===== src/rtl/demux1_4_reg.sv =====
// -----------------------------------------------------------------------------
// demux1_4_reg
//
// Registered 1-to-4 demultiplexer. A single producer offers one WIDTH-bit word
// per cycle on D under an IN_VALID / IN_READY handshake. An accepted word is
// written into one of four holding registers selected by {S1,S0}, or into all
// four when BCAST is set. Each slot presents its word to its own consumer with
// a Vk / Rk handshake. XFER_CNT counts accepted words (broadcast counts once).
//
// Ports
//   CLK, RST_N        clock, asynchronous active-low reset
//   D                 input data word
//   S0, S1            slot select, slot index = {S1,S0}
//   BCAST             write all four slots; S1:S0 ignored
//   IN_VALID          producer has a word on D
//   IN_READY          word on D is accepted at the next rising edge
//   O0..O3            slot holding registers
//   V0..V3            slot holds an undelivered word
//   R0..R3            consumer takes the slot word at the next rising edge
//   XFER_CNT          accepted-word counter, wraps modulo 2^16
// -----------------------------------------------------------------------------
module demux1_4_reg #(
  parameter int WIDTH = 16
) (
  input  logic             CLK,
  input  logic             RST_N,
  input  logic [WIDTH-1:0] D,
  input  logic             S0,
  input  logic             S1,
  input  logic             BCAST,
  input  logic             IN_VALID,
  output logic             IN_READY,
  output logic [WIDTH-1:0] O0,
  output logic [WIDTH-1:0] O1,
  output logic [WIDTH-1:0] O2,
  output logic [WIDTH-1:0] O3,
  output logic             V0,
  output logic             V1,
  output logic             V2,
  output logic             V3,
  input  logic             R0,
  input  logic             R1,
  input  logic             R2,
  input  logic             R3,
  output logic [15:0]      XFER_CNT
);

  // Gather the per-slot scalar ports into vectors so each slot is handled by
  // the same loop body.
  logic [3:0] slot_rdy;
  logic [1:0] sel;

  assign slot_rdy = {R3, R2, R1, R0};
  assign sel      = {S1, S0};

  // State: per-slot valid bit and data word, plus the transfer counter.
  logic [3:0]            valid_q, valid_d;
  logic [3:0][WIDTH-1:0] data_q,  data_d;
  logic [15:0]           xfer_cnt_q, xfer_cnt_d;

  // Handshake decode.
  logic [3:0] slot_free;
  logic       in_ready;
  logic       accept;
  logic [3:0] write_en;

  always_comb begin
    // NOTE: every signal written in a combinational block gets a default
    // first so no path through the block leaves it unassigned (no latch).
    write_en = '0;

    // A slot can take a new word if it is empty or is being drained this
    // cycle; that lets a consumer holding Rk=1 sustain one word per cycle.
    slot_free = ~valid_q | slot_rdy;

    // Broadcast must not overwrite any held word, so it waits for all four.
    in_ready  = BCAST ? (&slot_free) : slot_free[sel];
    accept    = IN_VALID & in_ready;

    if (accept) begin
      write_en = BCAST ? 4'b1111 : (4'b0001 << sel);
    end
  end

  always_comb begin
    valid_d    = valid_q;
    data_d     = data_q;
    xfer_cnt_d = xfer_cnt_q + {15'd0, accept};

    for (int k = 0; k < 4; k++) begin
      if (write_en[k]) begin
        // A refill takes priority over a delivery in the same cycle: the
        // slot stays valid and carries the new word.
        valid_d[k] = 1'b1;
        data_d[k]  = D;
      end else if (valid_q[k] && slot_rdy[k]) begin
        // Delivered: drop the valid bit, keep the last word on the output.
        valid_d[k] = 1'b0;
      end
    end
  end

  // NOTE: the data registers are reset along with the valid bits because the
  // slot outputs are defined to read zero after reset, not just be invalid.
  always_ff @(posedge CLK or negedge RST_N) begin
    if (!RST_N) begin
      valid_q    <= '0;
      data_q     <= '0;
      xfer_cnt_q <= '0;
    end else begin
      // NOTE: non-blocking assignments so every flop samples the values
      // computed before this edge, independent of statement order.
      valid_q    <= valid_d;
      data_q     <= data_d;
      xfer_cnt_q <= xfer_cnt_d;
    end
  end

  assign IN_READY = in_ready;

  assign O0 = data_q[0];
  assign O1 = data_q[1];
  assign O2 = data_q[2];
  assign O3 = data_q[3];

  assign V0 = valid_q[0];
  assign V1 = valid_q[1];
  assign V2 = valid_q[2];
  assign V3 = valid_q[3];

  assign XFER_CNT = xfer_cnt_q;

endmodule


===== config.mk =====
export PLATFORM = sky130hd
export DESIGN_NAME = demux1_4_reg
export DESIGN_NICKNAME = d
export VERILOG_FILES = /design/src/rtl/demux1_4_reg.sv
export SDC_FILE = /design/constraint.sdc
export NUM_CORES = 1
export LEC_CHECK = 0
export CAP_MARGIN = 30
export CORE_ASPECT_RATIO = 1.1
export CORE_MARGIN = 2
export CORE_UTILIZATION = 46
export CTS_CLUSTER_DIAMETER = 60
export DETAILED_ROUTE_END_ITERATION = 10
export PLACE_DENSITY = 0.8
export SLEW_MARGIN = 20
export SYNTH_ARGS = -nofsm -noshare
export SYNTH_HDL_FRONTEND = slang
export SYNTH_SLANG_ARGS = --single-unit

===== constraint.sdc =====
create_clock -name CLK -period 2.89 [get_ports CLK]
set_input_delay 0.4335 -clock CLK [delete_from_list [all_inputs] [get_ports CLK]]
set_output_delay 0.4335 -clock CLK [all_outputs]
set_load 0.01 [all_outputs]

==> impl_metrics.toml, run 1 <==
[outcome]
status = "finished clean"

[timing]
max_freq_mhz = 369
min_period_ns = 2.71
drv_slew = 0
maxSlewHeadroom_pct = 67.8
min_period_over_period_pct = 93.8
hold_viol_final = 0
hold_slack_ns = 0.0452
setup_violations = 0
setup_tns_ns = 0
skew_ns = 0.0150
worstMarginPinSlew_ns = 0.483
rsz0062_at_grt = "false"

[synthesis]
synth-compound-area-share_pct = 2.79
synth_fa_ha_area_share_pct = 0.734
syn-instance-count = 216
syn_area_um2 = 3410
synthSimpleGateAreaFrac_pct = 7.15
synth_top_flop_cell = "dfrtp_1"
synth_enable_flop_cells = 0
syn_nets = 244
synth_seq_area_share_pct = 61.6
ys.warnings.count = 0
synth_top_family_by_area = "multiplexers"
synth_area_per_cell_um2 = 15.8
async_flop_share_pct = 100
synth-xor-area-share_pct = 3.60
synth_cell_types = 31
synth.area.mux_share_pct = 22.4
synth-seq-cells = 84

[clock_network]
clkTransAtPathRegs_ns = 0.09
clockRootBuffer = "clkbuf_8"
cts_buffers = 9
clkLatencyLatePin_ns = 0.33
ctsLongestPathBuffers = 2
cts_resized = 0
cts_tree = "built"
post_cts_buffers = 0
htreeDepth = 3
cts_sinks = 84
ctsHoldBuffers = 0

[grt]
grt-ovfl-total = 0
grt_antenna_before_repair = 0
grt_pass1_vias = 2452
grt_first_pass_wirelength_mm = 12.5
grt.total_usage_pct = 20.3
grt_max_degree = 50

[die]
die_w_um = 86.1
core_um2 = 7090
die_area_um2 = 8120
initial_core_util_pct = 48.1
dieHeight_um = 94.3
ioPinCount = 111
rows = 32

[power_and_ir_drop]
seqPwrFrac_pct = 42.0
p_sw_share_pct = 28.4
p_int_mw = 2.94
irDropWorstVdd_v = 0.000456
combPwrFrac_pct = 35.5
power.density_nw_per_um2 = 836
p_switching_mw = 1.17
p_leak_nw = 2.06
power_frac_clock_pct = 22.5

[setup_path]
critical_path_class = "input port to output pin"
critPathSlowestCell = "clkdlybuf4s50_1"
crit_fanout = 4
worstPathRequired_ns = 2.46
crit_arrival_ns = 2.28
crit_top_cell = "clkdlybuf4s50_1"
crit_chain = "clkdlybuf4s50_1 -> inv_1 -> a21oi_4 -> o22ai_1 -> nor2_1 -> clkdlybuf4s50_1"
cp_top_family = "buffers and inverters"
cpPeakStageDelay_ns = 0.57
crit_path_start = "S1"
end_kind = "output pin"
start_kind = "input port"
r2r_start = "valid_q[2]$_DFFE_PN0P_"
path_buf_inv = 3

[flow_run]
maxCapViolCount = 0

[place]
portBuffers = 110
dp_hpwl_mm = 5.46
place_congestion = 0.768

[layout]
antenna_cells = 0
final_cell_mix = "109 x clkdlybuf4s50_1, 84 x dfrtp_1, 49 x mux2_2, 11 x xnor2_1, 10 x clkbuf_8"
nets = 372
final_layout_size_suffix_gt1_share_pct = 27.8
final_common_cell = "clkdlybuf4s50_1"
nFillCells = 514
areaGrowthSynthToFinish_pct = 44.1

[route]
viasPerCell = 5.09
wl_per_cell_um = 17.7
wirelength_mm = 7.69
vias = 2210
drt_first_pass_iters = 4
drtIter0Drc = 69
drc = 0
postRouteAntennaNets = 0

[hold_path]
hold_class = "input port to async pin"
==> power by group through the flow <==
stage | sequential (mW) | combinational, mW | clock [mW]
2_1_floorplan | 1.87 | 0.437 | 0
3_3_place_gp | 1.72 | 1.44 | 0
3_5_place_dp | 1.74 | 1.47 | 0
4_1_cts | 1.73 | 1.48 | 0.936
5_1_grt | 1.77 | 1.56 | 0.999
6_report | 1.73 | 1.46 | 0.925
==> layout make-up <==
class / instances / area [um^2] / area share [%]
sequential: 84 / 2100 / 42.8
tap: 85 / 106 / 2.16
inverter: 1 / 3.75 / 0.0764
multi-input combinational: 127 / 1250 / 25.5
clock inverter: 5 / 85.1 / 1.73
timing repair buffer: 121 / 1230 / 24.9
clock buffer: 11 / 141 / 2.88
==> routing by layer <==
metal  track usage (%)  vias up  wire (um)
met5                 0        -          0
met1              24.9     1127       3220
met4              4.89        0         48
li1                  -     1018          -
met3              5.89        4        407
met2              35.2       61       4010
==> per-stage QoR <==
stage / total power [mW] / utilization, % / cell area [um^2] / instances / setup WS [ns]
floorplan: 2.31 / - / 3410 / 216 / 0.655
global placement: 3.16 / 65.8 / 4660 / 417 / 0.184
detailed placement: 3.21 / 66.2 / 4690 / 418 / 0.0917
CTS: 4.14 / 69.4 / 4920 / 434 / 0.173
global route: 4.32 / 69.4 / 4920 / 434 / 0.0967
finish: 4.11 / 69.4 / 4920 / 434 / 0.179
==> cell families (layout without fill, tap and decap cells) <==
| group | after synthesis | count (layout) |
|---|---|---|
| AO/OA/AOI/OAI | 9 | 9 |
| XOR/XNOR | 14 | 14 |
| adder cells (fa/ha/maj) | 2 | 2 |
| buffers and inverters | 5 | 138 |
| flip-flops | 84 | 84 |
| multiplexers | 65 | 65 |
| AND/OR/NAND/NOR | 37 | 37 |
==> flip-flops by register name, indices dropped and copies added (netlist names) <==
name and cells:
O0 16, valid_q 4, O3 16, XFER_CNT 16, O2 16, O1 16
==> worst paths after layout <==
kind / end / slack (ns) / cells after the start
min reg2reg: XFER_CNT[15]$_DFF_PN0_ / 0.47 / 1
max: IN_READY / 0.18 / 6
min in group CLK: XFER_CNT[15]$_DFF_PN0_ / 0.47 / 1
max in group asynchronous: O3[3]$_DFFE_PN0P_ / 2.24 / 2
min: O3[11]$_DFFE_PN0P_ / 0.05 / 1
max reg2reg: XFER_CNT[12]$_DFF_PN0_ / 0.68 / 10
==> cells in the mapped netlist (4+ instances only) <==
cell	count	share of area [%]
nand2_1	6	0.66
mux2_1	6	2.0
nor3_4	4	1.9
dfrtp_1	84	62
nor2_1	6	0.66
nand3_1	4	0.59
xnor2_1	11	2.8
nand4_1	4	0.73
mux2_2	49	16
mux2_4	9	4.0
Power figures use the tool's default switching activity.
==> run 2, diff against run 1 <==
--- a/config.mk
+++ b/config.mk
@@ -8,10 +8,11 @@
 export CAP_MARGIN = 30
 export CORE_ASPECT_RATIO = 1.1
 export CORE_MARGIN = 2
-export CORE_UTILIZATION = 46
+export CORE_UTILIZATION = 62
 export CTS_CLUSTER_DIAMETER = 60
 export DETAILED_ROUTE_END_ITERATION = 10
-export PLACE_DENSITY = 0.8
+export DONT_BUFFER_PORTS = 1
+export PLACE_DENSITY = 0.78
 export SLEW_MARGIN = 20
 export SYNTH_ARGS = -nofsm -noshare
 export SYNTH_HDL_FRONTEND = slang
==> run 2 against run 1 <==
Against the previous run:
- critical endpoint is now XFER_CNT[14]$_DFF_PN0_
- sequential power up 13%
- clock skew down 0.0073 ns
- flip-flop and latch count unchanged
- global-route usage up 2.4 points
- first-iteration DRC count up 23%
- sequential share of layout area up 14 points
- largest power group unchanged
- combinational power down 63%
- die area down 25%
- final area down 24%
- non-clock buffer count down 113
- highest routed layer unchanged
- via count down 18%
- fmax up 8.9%
==> impl_metrics.toml, run 2 (synthesized netlist as in run 1, its figures left out) <==
[clock_network]
clkTransAtPathRegs_ns = 0.08
ctsLongestPathBuffers = 2
post_cts_buffers = 0
cts_buffers = 9
cts_resized = 0
ctsHoldBuffers = 2
clockRootBuffer = "clkbuf_8"
clkLatencyLatePin_ns = 0.34
cts_sinks = 84
htreeDepth = 3
cts_tree = "built"

[place]
place_congestion = 0.820
place_area_um2 = 3500
portBuffers = 0
dp_hpwl_mm = 4.63
dp_cells = 293

[grt]
grt-ovfl-total = 0
grt_first_pass_wirelength_mm = 10.1
grt_antenna_before_repair = 0
grt_pass1_vias = 2044
grt.total_usage_pct = 22.7
grt_max_degree = 85

[setup_path]
crit_fanout = 8
cpPeakStageDelay_ns = 0.42
start_kind = "register"
crit_chain = "nor2b_1 -> mux2i_1 -> o21ai_4 -> nor2_1 -> ha_1 -> ha_1 -> nand2_1 -> or2_2 -> nor2_1 -> xor2_1"
crit_arrival_ns = 2.75
r2r_start = "valid_q[3]$_DFFE_PN0P_"
reg2reg_depth = 10
regToRegEndpoint = "XFER_CNT[14]$_DFF_PN0_"
crit_path_start = "valid_q[3]$_DFFE_PN0P_"
end_kind = "register"
critPathSlowestCell = "dfrtp_1"
worstPathRequired_ns = 3.15
regToRegSetupSlack_ns = 0.40
critical_path_class = "register to register"

[route]
drt_first_pass_iters = 4
wirelength_mm = 6.60
postRouteAntennaNets = 0
viasPerCell = 5.81
wl_per_cell_um = 21.2
vias = 1806
drc = 0
drtIter0Drc = 85

[die]
ioPinCount = 111
die_area_um2 = 6110
core_um2 = 5360
dieHeight_um = 81.8
die_w_um = 74.7
initial_core_util_pct = 63.6
rows = 28

[power_and_ir_drop]
p_leak_nw = 1.60
power.density_nw_per_um2 = 886
irDropWorstVdd_v = 0.000515

[timing]
drv_slew = 0
skew_ns = 0.00774
max_freq_mhz = 402
rsz0062_at_grt = "false"
setup_violations = 0
worstMarginPinSlew_ns = 0.453
maxSlewHeadroom_pct = 69.7
min_period_ns = 2.49
min_period_over_period_pct = 86.2
setup_tns_ns = 0
hold_viol_final = 0

[hold_path]
worstHoldStart = "D[15]"
hold_class = "input port to register"
holdPathEnd = "O0[15]$_DFFE_PN0P_"
holdPathStages = 1

[outcome]
status = "finished clean"

[layout]
antenna_cells = 0
nets = 259
final_area_um2 = 3740
final_cells = 311
areaGrowthSynthToFinish_pct = 9.54
final_cell_mix = "84 x dfrtp_1, 49 x mux2_2, 11 x xnor2_1, 11 x clkbuf_8, 9 x mux2_4"
nFillCells = 375
final_layout_size_suffix_gt1_share_pct = 39.0
final_common_cell = "dfrtp_1"

[flow_run]
maxCapViolCount = 0
==> run 2: cell count changes in the layout (fill, tap and decap cells not counted) <==
| cell | change |
|---|---|
| bufinv_16 | -1 |
| clkdlybuf4s50_1 | -109 |
| buf_4 | -3 |
| dlygate4sd3_1 | +1 |
| clkinv_2 | +2 |
| buf_12 | -2 |
| clkinv_4 | -2 |
| clkbuf_8 | +1 |
==> run 2: where the power goes <==
group          leakage (nW)  switching, mW  internal, mW  total (mW)
combinational         0.486          0.213         0.320       0.534
clock                 0.102          0.387         0.444       0.831
sequential             1.01          0.436          1.51        1.95
==> run 2: worst max-delay path by stage <==
stage | to | slack (ns)
5_1_grt | XFER_CNT[12]$_DFF_PN0_ | 0.20
4_1_cts | XFER_CNT[12]$_DFF_PN0_ | 0.45
3_5_place_dp | XFER_CNT[12]$_DFF_PN0_ | 0.43
3_3_place_gp | XFER_CNT[14]$_DFF_PN0_ | 0.55
2_1_floorplan | XFER_CNT[14]$_DFF_PN0_ | 0.65
6_report | XFER_CNT[14]$_DFF_PN0_ | 0.40
==> run 2: per-layer routing <==
metal | part of all wire (%) | global-route usage [%] | up-vias
met5 | 0 | 0 | -
met4 | 1.9 | 10.2 | 0
met3 | 7.7 | 6.87 | 11
met2 | 52 | 38.2 | 76
met1 | 39 | 26.6 | 931
li1 | - | - | 788
==> run 2: worst max-delay path, delay by kind of cell, from the launching register on <==
kind | cells | cell delay (ns)
DFF | 1 | 0.42
xor gates and xnor gates | 1 | 0.18
and+or+nand+nor | 5 | 0.88
muxes | 1 | 0.25
AOI/OAI and AO/OA | 1 | 0.16
adders and majority gates | 2 | 0.51
==> run 2: layout make-up <==
| type | count | area (um^2) | share of cell area (%) |
|---|---|---|---|
| Clock inverter | 4 | 47.5 | 1.27 |
| Timing Repair Buffer | 8 | 82.6 | 2.21 |
| Sequential cell | 84 | 2100 | 56.3 |
| Clock buffer | 12 | 155 | 4.15 |
| Tap cell | 75 | 93.8 | 2.51 |
| Inverter | 1 | 3.75 | 0.100 |
| Multi-Input combinational cell | 127 | 1250 | 33.5 |
==> run 2: per-stage QoR <==
| step | power, mW | hold WS [ns] | setup slack, ns | util, % |
|---|---|---|---|---|
| finish | 3.31 | 0.224 | 0.400 | 69.7 |
| global route | 3.48 | 0.202 | 0.203 | 69.7 |
| CTS | 3.34 | 0.211 | 0.453 | 69.7 |
| detailed placement | 2.49 | 0.140 | 0.432 | 65.2 |
| global placement | 2.42 | 0.140 | 0.546 | 65.2 |
| floorplan | 2.31 | 0.138 | 0.655 | - |
